===== src/rtl/alu_modexp_ctrl.sv =====
// Modular exponentiation sequencer: computes base^exp mod p by issuing
// LOADMOD/MODMUL commands to the ECC ALU using left-to-right square-and-multiply.
module alu_modexp_ctrl #(
    parameter int WIDTH = 129,
    parameter int EXP_W = 128
) (
    input  logic             clk_i,
    input  logic             rst_i,
    input  logic             start_i,
    input  logic [WIDTH-1:0] mod_p_i,
    input  logic [WIDTH-1:0] base_i,
    input  logic [EXP_W-1:0] exp_i,
    output logic             busy_o,
    output logic             done_o,
    output logic [WIDTH-1:0] result_o,
    output logic             alu_en_o,
    output logic [1:0]       alu_op_o,
    output logic [WIDTH-1:0] alu_P_o,
    output logic [WIDTH-1:0] alu_Q_o,
    input  logic [WIDTH-1:0] alu_R_i,
    input  logic             alu_done_i
);

    localparam int IDX_W = (EXP_W > 1) ? $clog2(EXP_W) : 1;
    localparam logic [1:0] OP_MODMUL  = 2'd0;
    localparam logic [1:0] OP_LOADMOD = 2'd2;

    typedef enum logic [3:0] {
        S_IDLE, S_LOADMOD, S_WAIT_LD, S_SCAN, S_SQR,
        S_WAIT_SQR, S_MUL, S_WAIT_MUL, S_FIN
    } state_t;

    state_t             state_q, state_d;
    logic [WIDTH-1:0]   base_q, base_d;
    logic [EXP_W-1:0]   exp_q, exp_d;
    logic [WIDTH-1:0]   acc_q, acc_d;
    logic [IDX_W-1:0]   idx_q, idx_d;
    logic               first_q, first_d;
    logic               busy_q, busy_d;
    logic               done_q, done_d;
    logic [WIDTH-1:0]   result_q, result_d;
    logic               alu_en_q, alu_en_d;
    logic [1:0]         alu_op_q, alu_op_d;
    logic [WIDTH-1:0]   alu_p_q, alu_p_d;
    logic [WIDTH-1:0]   alu_q_q, alu_q_d;
    logic               alu_done_prev_q;
    logic               alu_complete;

    // Only a rising edge counts, so a level left high by the previous op is never mistaken for completion.
    assign alu_complete = alu_done_i && !alu_done_prev_q;

    always_ff @(posedge clk_i) begin
        if (rst_i) begin
            state_q         <= S_IDLE;
            base_q          <= '0;
            exp_q           <= '0;
            acc_q           <= '0;
            idx_q           <= '0;
            first_q         <= 1'b0;
            busy_q          <= 1'b0;
            done_q          <= 1'b0;
            result_q        <= '0;
            alu_en_q        <= 1'b0;
            alu_op_q        <= 2'd0;
            alu_p_q         <= '0;
            alu_q_q         <= '0;
            alu_done_prev_q <= 1'b0;
        end else begin
            state_q         <= state_d;
            base_q          <= base_d;
            exp_q           <= exp_d;
            acc_q           <= acc_d;
            idx_q           <= idx_d;
            first_q         <= first_d;
            busy_q          <= busy_d;
            done_q          <= done_d;
            result_q        <= result_d;
            alu_en_q        <= alu_en_d;
            alu_op_q        <= alu_op_d;
            alu_p_q         <= alu_p_d;
            alu_q_q         <= alu_q_d;
            alu_done_prev_q <= alu_done_i;
        end
    end

    // Command registers are loaded on the transition into an issue state so
    // alu_en and operands appear together and stay stable through the wait.
    always_comb begin
        state_d  = state_q;
        base_d   = base_q;
        exp_d    = exp_q;
        acc_d    = acc_q;
        idx_d    = idx_q;
        first_d  = first_q;
        busy_d   = busy_q;
        done_d   = 1'b0;
        result_d = result_q;
        alu_en_d = 1'b0;
        alu_op_d = alu_op_q;
        alu_p_d  = alu_p_q;
        alu_q_d  = alu_q_q;

        case (state_q)
            S_IDLE: begin
                if (start_i) begin
                    base_d  = base_i;
                    exp_d   = exp_i;
                    acc_d   = WIDTH'(1);
                    idx_d   = IDX_W'(EXP_W - 1);
                    first_d = 1'b1;
                    busy_d  = 1'b1;
                    if (exp_i == '0) begin
                        state_d = S_FIN;
                    end else begin
                        state_d  = S_LOADMOD;
                        alu_en_d = 1'b1;
                        alu_op_d = OP_LOADMOD;
                        alu_p_d  = mod_p_i;
                        alu_q_d  = mod_p_i;
                    end
                end
            end
            S_LOADMOD: state_d = S_WAIT_LD;
            S_WAIT_LD: begin
                if (alu_complete) state_d = S_SCAN;
            end
            S_SCAN: begin
                if (first_q) begin
                    if (exp_q[idx_q]) begin
                        first_d  = 1'b0;
                        state_d  = S_MUL;
                        alu_en_d = 1'b1;
                        alu_op_d = OP_MODMUL;
                        alu_p_d  = acc_q;
                        alu_q_d  = base_q;
                    end else begin
                        idx_d = idx_q - IDX_W'(1);
                    end
                end else begin
                    state_d  = S_SQR;
                    alu_en_d = 1'b1;
                    alu_op_d = OP_MODMUL;
                    alu_p_d  = acc_q;
                    alu_q_d  = acc_q;
                end
            end
            S_SQR: state_d = S_WAIT_SQR;
            S_MUL: state_d = S_WAIT_MUL;
            S_WAIT_SQR: begin
                if (alu_complete) begin
                    acc_d = alu_R_i;
                    if (exp_q[idx_q]) begin
                        state_d  = S_MUL;
                        alu_en_d = 1'b1;
                        alu_op_d = OP_MODMUL;
                        alu_p_d  = alu_R_i;
                        alu_q_d  = base_q;
                    end else if (idx_q == '0) begin
                        state_d = S_FIN;
                    end else begin
                        idx_d   = idx_q - IDX_W'(1);
                        state_d = S_SCAN;
                    end
                end
            end
            S_WAIT_MUL: begin
                if (alu_complete) begin
                    acc_d = alu_R_i;
                    if (idx_q == '0) begin
                        state_d = S_FIN;
                    end else begin
                        idx_d   = idx_q - IDX_W'(1);
                        state_d = S_SCAN;
                    end
                end
            end
            S_FIN: begin
                result_d = acc_q;
                done_d   = 1'b1;
                busy_d   = 1'b0;
                state_d  = S_IDLE;
            end
            default: state_d = S_IDLE;
        endcase
    end

    assign busy_o   = busy_q;
    assign done_o   = done_q;
    assign result_o = result_q;
    assign alu_en_o = alu_en_q;
    assign alu_op_o = alu_op_q;
    assign alu_P_o  = alu_p_q;
    assign alu_Q_o  = alu_q_q;

endmodule


===== config.mk =====
export PLATFORM = sky130hd
export DESIGN_NAME = alu_modexp_ctrl
export DESIGN_NICKNAME = d
export VERILOG_FILES = /design/src/rtl/alu_modexp_ctrl.sv
export SDC_FILE = /design/constraint.sdc
export NUM_CORES = 2
export LEC_CHECK = 0
export ABC_AREA = 1
export CAP_MARGIN = 20
export CORE_AREA = 3 3 354 356
export CTS_CLUSTER_SIZE = 12
export DETAILED_ROUTE_END_ITERATION = 12
export DIE_AREA = 0 0 357 359
export DONT_BUFFER_PORTS = 1
export PLACE_DENSITY = 0.43
export SETUP_SLACK_MARGIN = 0.05
export SLEW_MARGIN = 0
export SYNTH_ARGS = -nofsm -noshare
export SYNTH_HDL_FRONTEND = slang
export SYNTH_SLANG_ARGS = --single-unit

===== constraint.sdc =====
create_clock -name clk_i -period 2.3 [get_ports clk_i]
set_clock_uncertainty 0.1 [all_clocks]
set_input_delay 0.69 -clock clk_i [delete_from_list [all_inputs] [get_ports clk_i]]
set_output_delay 0.69 -clock clk_i [all_outputs]
set_load 0.05 [all_outputs]

# [Word-level counts from Yosys, hierarchy flattened]
# Cells that the tools add are included.
[word_totals] register_bits=791 latchBits=0 ramBits=0 mem_bits_ro=0 output_inout_bits=392 n_memories=0
[op_classes] n_addsub=1 multipliers=0 div_mod_pow=0 magnitude_cmp=1 eq_ne=19 shifts=0 muxes=52 n_bitwise=0 n_reduce_logical=19
[op_table] operator="129-bit two-way mux" n=11
[op_table] operator="129-bit case mux with 3 select lines" n=2
[op_table] operator="129-bit case mux with 2 select lines" n=1
[op_table] operator="128-bit logical NOT" n=1
[op_table] operator="7-bit two-way mux" n=7
[op_table] operator="4-bit two-way mux" n=9
[op_table] operator="4-bit case mux with 8 select lines" n=1
[op_table] operator="7-bit case mux with 4 select lines" n=1
[op_table] operator="2-bit inequality test, second input constant" n=9
[op_table] operator="4-bit by 3-bit == test with 1-bit output, second input constant" n=4
[op_table] operator="1-bit two-way mux" n=10
[op_table] operator="2-bit two-way mux" n=5
[op_table] operator="4-bit by 2-bit == test with 1-bit output, second input constant" n=2
[op_table] operator="7-bit by 8-bit < comparator with 1-bit output, second input constant" n=1
[op_table] operator="1-bit binary-select mux with 7-bit select" n=1
[op_table] operator="7-bit logical NOT" n=1
[op_table] operator="7-bit AND reduction" n=1
[op_table] operator="7-bit by 1-bit subtractor with 7-bit output, second input constant" n=1
[op_table] operator="2-bit case mux with 3 select lines" n=1
[op_table] operator="2-bit AND reduction" n=3
[op_table] operator="6-bit AND reduction" n=1
[op_table] operator="2-bit nonzero test" n=3
[op_table] operator="5-bit AND reduction" n=1
[op_table] operator="4-bit by 1-bit == test with 1-bit output, second input constant" n=1
[op_table] operator="other kinds (13)" n=14

# [Longest topological paths before layout]
[depth] word_depth=5 mapped_depth=19

# [Least setup slack after synthesis]
# No wires, ideal clock.
[synth_path] path_kind="input port to flip-flop" start="input port exp_i[119]" end="register alu_p_q[83], in the netlist alu_P_o[83]" arrival_ns=2.228 path_slack_ns=-0.138 stages=14 path_buffers=3 cell_sequence="nor3_1 > nor3b_1 > nand3_1 > nor2_1 > nand2_1 > nor2_1 > a21oi_1 > buf_2 > nand3_1 > buf_6 > buf_4 > nand2_1 > inv_2 > nor2_1"
[synth_between] elab_chain_len=3
[synth_lines] item="from (decl)" line_no="12" text="input logic [EXP_W-1:0] exp_i,"
[synth_lines] item="128-bit logical NOT" line_no="112" text="if (exp_i == '0) begin"
[synth_lines] item="2-bit inequality test (no line)"
[synth_lines] item="6-bit AND reduction (no line)"
[synth_lines] item="to (signal assigned)" line_no="80" text="alu_p_q <= alu_p_d;"
[synth_lines] item="to (decl)" line_no="44" text="logic [WIDTH-1:0] alu_p_q, alu_p_d;"
# Every way passes these cells.
# A chain may end at the register's enable or synchronous reset.

# [Worst setup path in the final report]
[layout_path] start="register idx_q[0]" end="register alu_p_q[2], in the netlist alu_P_o[2]"
[layout_between] elab_chain_len=4 elab_cells_between_ends=5 cone_classes="2 x eq/ne; 2 x mux; 1 x reduce/logical"
[layout_lines] item="from (decl)" line_no="37" text="logic [IDX_W-1:0] idx_q, idx_d;"
[layout_lines] item="from (signal assigned)" line_no="73" text="idx_q <= idx_d;"
[layout_lines] item="1-bit binary-select mux with 7-bit select *" line_no="129, 152"
[layout_lines] item="1-bit two-way mux (implied by the code) *" line_no="129, 152"
[layout_lines] item="3-bit inequality test (no line) / 2-bit inequality test (equally long branches)"
[layout_lines] item="6-bit AND reduction (no line) *"
# Every way passes the cells marked *; elsewhere a longest branch is shown, timed or not. The select of a mux whose other input is x is not followed.

==> summary.md <==
| Metric | Value |
|---|---|
| Stages on the worst setup path | 20 |
| Buf+Inv Stages, Crit Path | 7 |
| Dpl hpwl | 116000 µm |
| CP Capture Type | flip-flop |
| Most frequent CP cell | buf_12 |
| Synth Instances | 5608 |
| TritonRoute pass-1 iters | 7 |
| Max Cap Viol | 0 |
| Routed met2 length | 82800 µm |
| CTS tree | built |
| Root Driver | clkbuf_16 |
| Crit-path slowest cell | dfxtp_4 |
| Worst min path class | in2reg |
| Share of cells above drive strength 1 | 10.5% |
| Synth Flop Type | dfxtp_1 |
| Power, Total | 72.8 mW |
| Slew Viols, Final | 0 |
| Critical R2R Launch | idx_q[0] |
| Worst relative slew slack | 38.5% |
| Crit Reg-Reg Endpoint | alu_P_o[2] |
| Starting DRT DRC Count | 3213 |
| Number of global-route vias before repair | 36.7k |
| Routed vias/inst | 5.10 |
| Die Span X | 357 µm |
| Max rail drop VDD | 0.858 mV |
| Commonest non-fill, non-tap cell in the layout | nand2_1 |
| Critical-path cell list | buf_12 > inv_6 > clkbuf_16 > nand2_1 > nand3_1 > nand3_1 > nand3_2 > nand2_2 > nand2_2 > nand3_2 > nand3_4 > nand2_8 > nand2_8 > buf_12 > nand3_4 > buf_12 > clkbuf_16 > nand2_1 > inv_1 > nor2_1 |
| Hold Path End | base_q[126] |
| Worst R2R Setup Slack | -0.40 ns |
| Top routing layer in use | met5 |
| Tot GR Track Use | 26.1% |
| RSZ-0062 raised after global routing | yes |
| Avg Cell Area, Syn | 6.60 µm² |
| Core box area | 0.122 mm² |
| Failing checks | setup timing |
| Die Area | 0.128 mm² |
| First-pass GRT wire length | 254000 µm |
| Hold Crit Start | base_i[126] |
| Most frequent cells in the layout | nand2_1, nor2_1, dfxtp_1, o21ai_0, inv_1 |
| Area growth from synthesis to layout | 27.7% |
| Met3 wire length | 15800 µm |
| Die H | 359 µm |
| Routed Antenna Nets | 0 |
| CTS sink count | 791 |
| Hold path depth | 2 |
| Setup ws final | -0.396 ns |
| CP top delay family | simple AND/OR/NAND/NOR gates |
| CP Data Required Time | 2.79 ns |
| Gpl congestion | 0.877 |
| Post-synth cell types | 33 |
| Nets | 6307 |
| Seq cells post-synth | 791 |
| Min cycle time layout | 2.70 ns |
| Fmax | 371 MHz |
| Period utilization | 117% |
| Gr ovfl total | 0 |
| Pleak | 20.0 nW |
| Worst-Skew Late Latency | 0.70 ns |
| Setup WS pre-CTS | -0.726 ns |
| Final WL | 177000 µm |
| Critical Path Start | idx_q[0] |
| Power Dens Cells | 1540 mW/mm² |
| Synth Cell Area | 0.0370 mm² |
| Largest net degree at the start of global routing | 229 |
| Top post-synthesis cells by area | dfxtp_1, nand2_1, nor2_1 |
| I/O pin cnt | 911 |
| CTS Buf Count | 97 |
| Slowest stage delay, CP | 0.46 ns |
| Final hold vios | 0 |
| Starting Density | 30.3% |
| Worst Tran Pin Value | 0.922 ns |
| Sequential cell area fraction in the yosys report | 42.8% |
| Critical path arrival | 3.18 ns |
| Initial antenna violation count | 14 |
| Setup Viol. Count Final | 357 |
| Syn nets | 6128 |
| Worst-path fanout max | 8 |
| DR vias | 38.3k |
| Port Buf Inserts | 0 |
| DRC viols | 0 |
| Worst-path clk slew | 0.06 ns |
| Std cell rows | 128 |
| Post-synth top area share | 42.8% |
| DR WL/cell | 23.6 µm |
| Async SR Flop Fraction | 0% |
| Post-synth EDFFs | 0 |
| H-tree depth | 3 |
| YS warnings | 0 |
| R2R cell count | 20 |
| Wire length on met1 | 71300 µm |
| Maximum buffer depth of the clock tree | 3 |
| Run status | finished, violations left |
| Critical path type | reg2reg |
| Cell taking the most area after synthesis | dfxtp_1 |
| Startpoint types | flip-flop |
==> logic make-up after synthesis <==
| kind of cell | count (synthesis) | synth area share (%) |
|---|---|---|
| simple gates | 2688 | 29.5 |
| compound gates | 1149 | 17.2 |
| buf+inv | 977 | 10.4 |
| flops | 791 | 42.8 |
| xor+xnor | 2 | 0.0474 |
| fa+ha+maj | 1 | 0.0338 |
==> cells in the mapped netlist (2+ instances only) <==
cell	n
nor4_1	28
a221oi_1	94
o21ai_1	21
a21oi_1	303
buf_4	9
nand4_1	135
clkbuf_1	319
dfxtp_1	791
nand3_1	288
xor2_1	2
buf_6	7
a211oi_1	99
buf_1	25
nand2_1	1279
buf_2	71
o21ai_0	626
inv_1	486
nand3_2	2
nor2_1	939
nor3_1	13
clkinv_1	3
inv_2	57
==> routing by layer <==
metal	track usage [%]	up-vias
li1	-	18500
met1	31.4	18000
met2	43.4	1370
met3	7.86	301
met4	10.5	2
met5	0	-
==> worst register-to-register path, cell delays in order (launching register included) <==
cell,delay [ns]
dfxtp_4,0.46
buf_12,0.14
inv_6,0.04
clkbuf_16,0.15
nand2_1,0.05
nand3_1,0.07
nand3_1,0.09
nand3_2,0.09
nand2_2,0.10
nand2_2,0.06
nand3_2,0.10
nand3_4,0.10
nand2_8,0.13
nand2_8,0.07
buf_12,0.14
nand3_4,0.11
buf_12,0.22
clkbuf_16,0.22
nand2_1,0.06
inv_1,0.05
nor2_1,0.03
==> worst max path at each step <==
stage	to	slack (ns)
final	alu_P_o[2]	-0.40
after global routing	alu_Q_o[117]	-0.53
after CTS	alu_P_o[43]	-0.39
after detailed placement	alu_Q_o[38]	-0.73
after global placement	alu_P_o[101]	-0.73
after floorplan	alu_P_o[119]	0.03
==> what timing repair did <==
| item | 4_1_cts | 5_1_grt |
|---|---|---|
| hold endpoints to repair | 257 | 0 |
| setup endpoints to repair | 463 | 822 |
| buffers inserted | 15 | 9 |
| cloned | 12 | 15 |
| pin swaps | 9 | 22 |
| gates resized for setup | 52 | 97 |
| hold buffers | 224 | 0 |
==> layout make-up <==
type / instances / area, µm²
timing repair buffer: 510 / 6100
tap: 1625 / 2030
fill: 13100 / 74800
sequential: 791 / 15800
antenna: 16 / 40.0
multi-input combinational: 3840 / 17900
clock inverter: 30 / 469
timing repair inverter: 1 / 8.76
clock buffer: 144 / 2810
inverter: 546 / 2090
==> registers in the layout, summed over array words and instances, names as in the netlist <==
register         flops
acc_q              129
alu_P_o            129
alu_Q_o            129
alu_done_prev_q      1
alu_en_o             1
alu_op_o             2
base_q             129
busy_o               1
done_o               1
exp_q              128
first_q              1
idx_q                7
result_o           129
state_q              4
==> where the power goes <==
| part | switching (mW) | total, mW | internal [mW] |
|---|---|---|---|
| logic | 18.6 | 30.5 | 12.0 |
| registers | 8.57 | 26.1 | 17.5 |
| clock network | 6.56 | 16.1 | 9.56 |
| total | 33.7 | 72.8 | 39.1 |
==> per-stage QoR <==
step	hold slack [ns]	area (µm²)	utilization, %	cells	setup TNS (ns)
final	0.0606	47200	38.7	7503	-88.65
after global routing	0.0106	47200	38.7	7498	-165.39
after CTS	0.000160	46500	38.1	7467	-72.24
after detailed placement	0.356	40200	33.0	7042	-173.87
after global placement	0.351	40200	33.0	7042	-177.25
after floorplan	0.339	37200	-	5608	0
(Power assumes the default switching activity.)
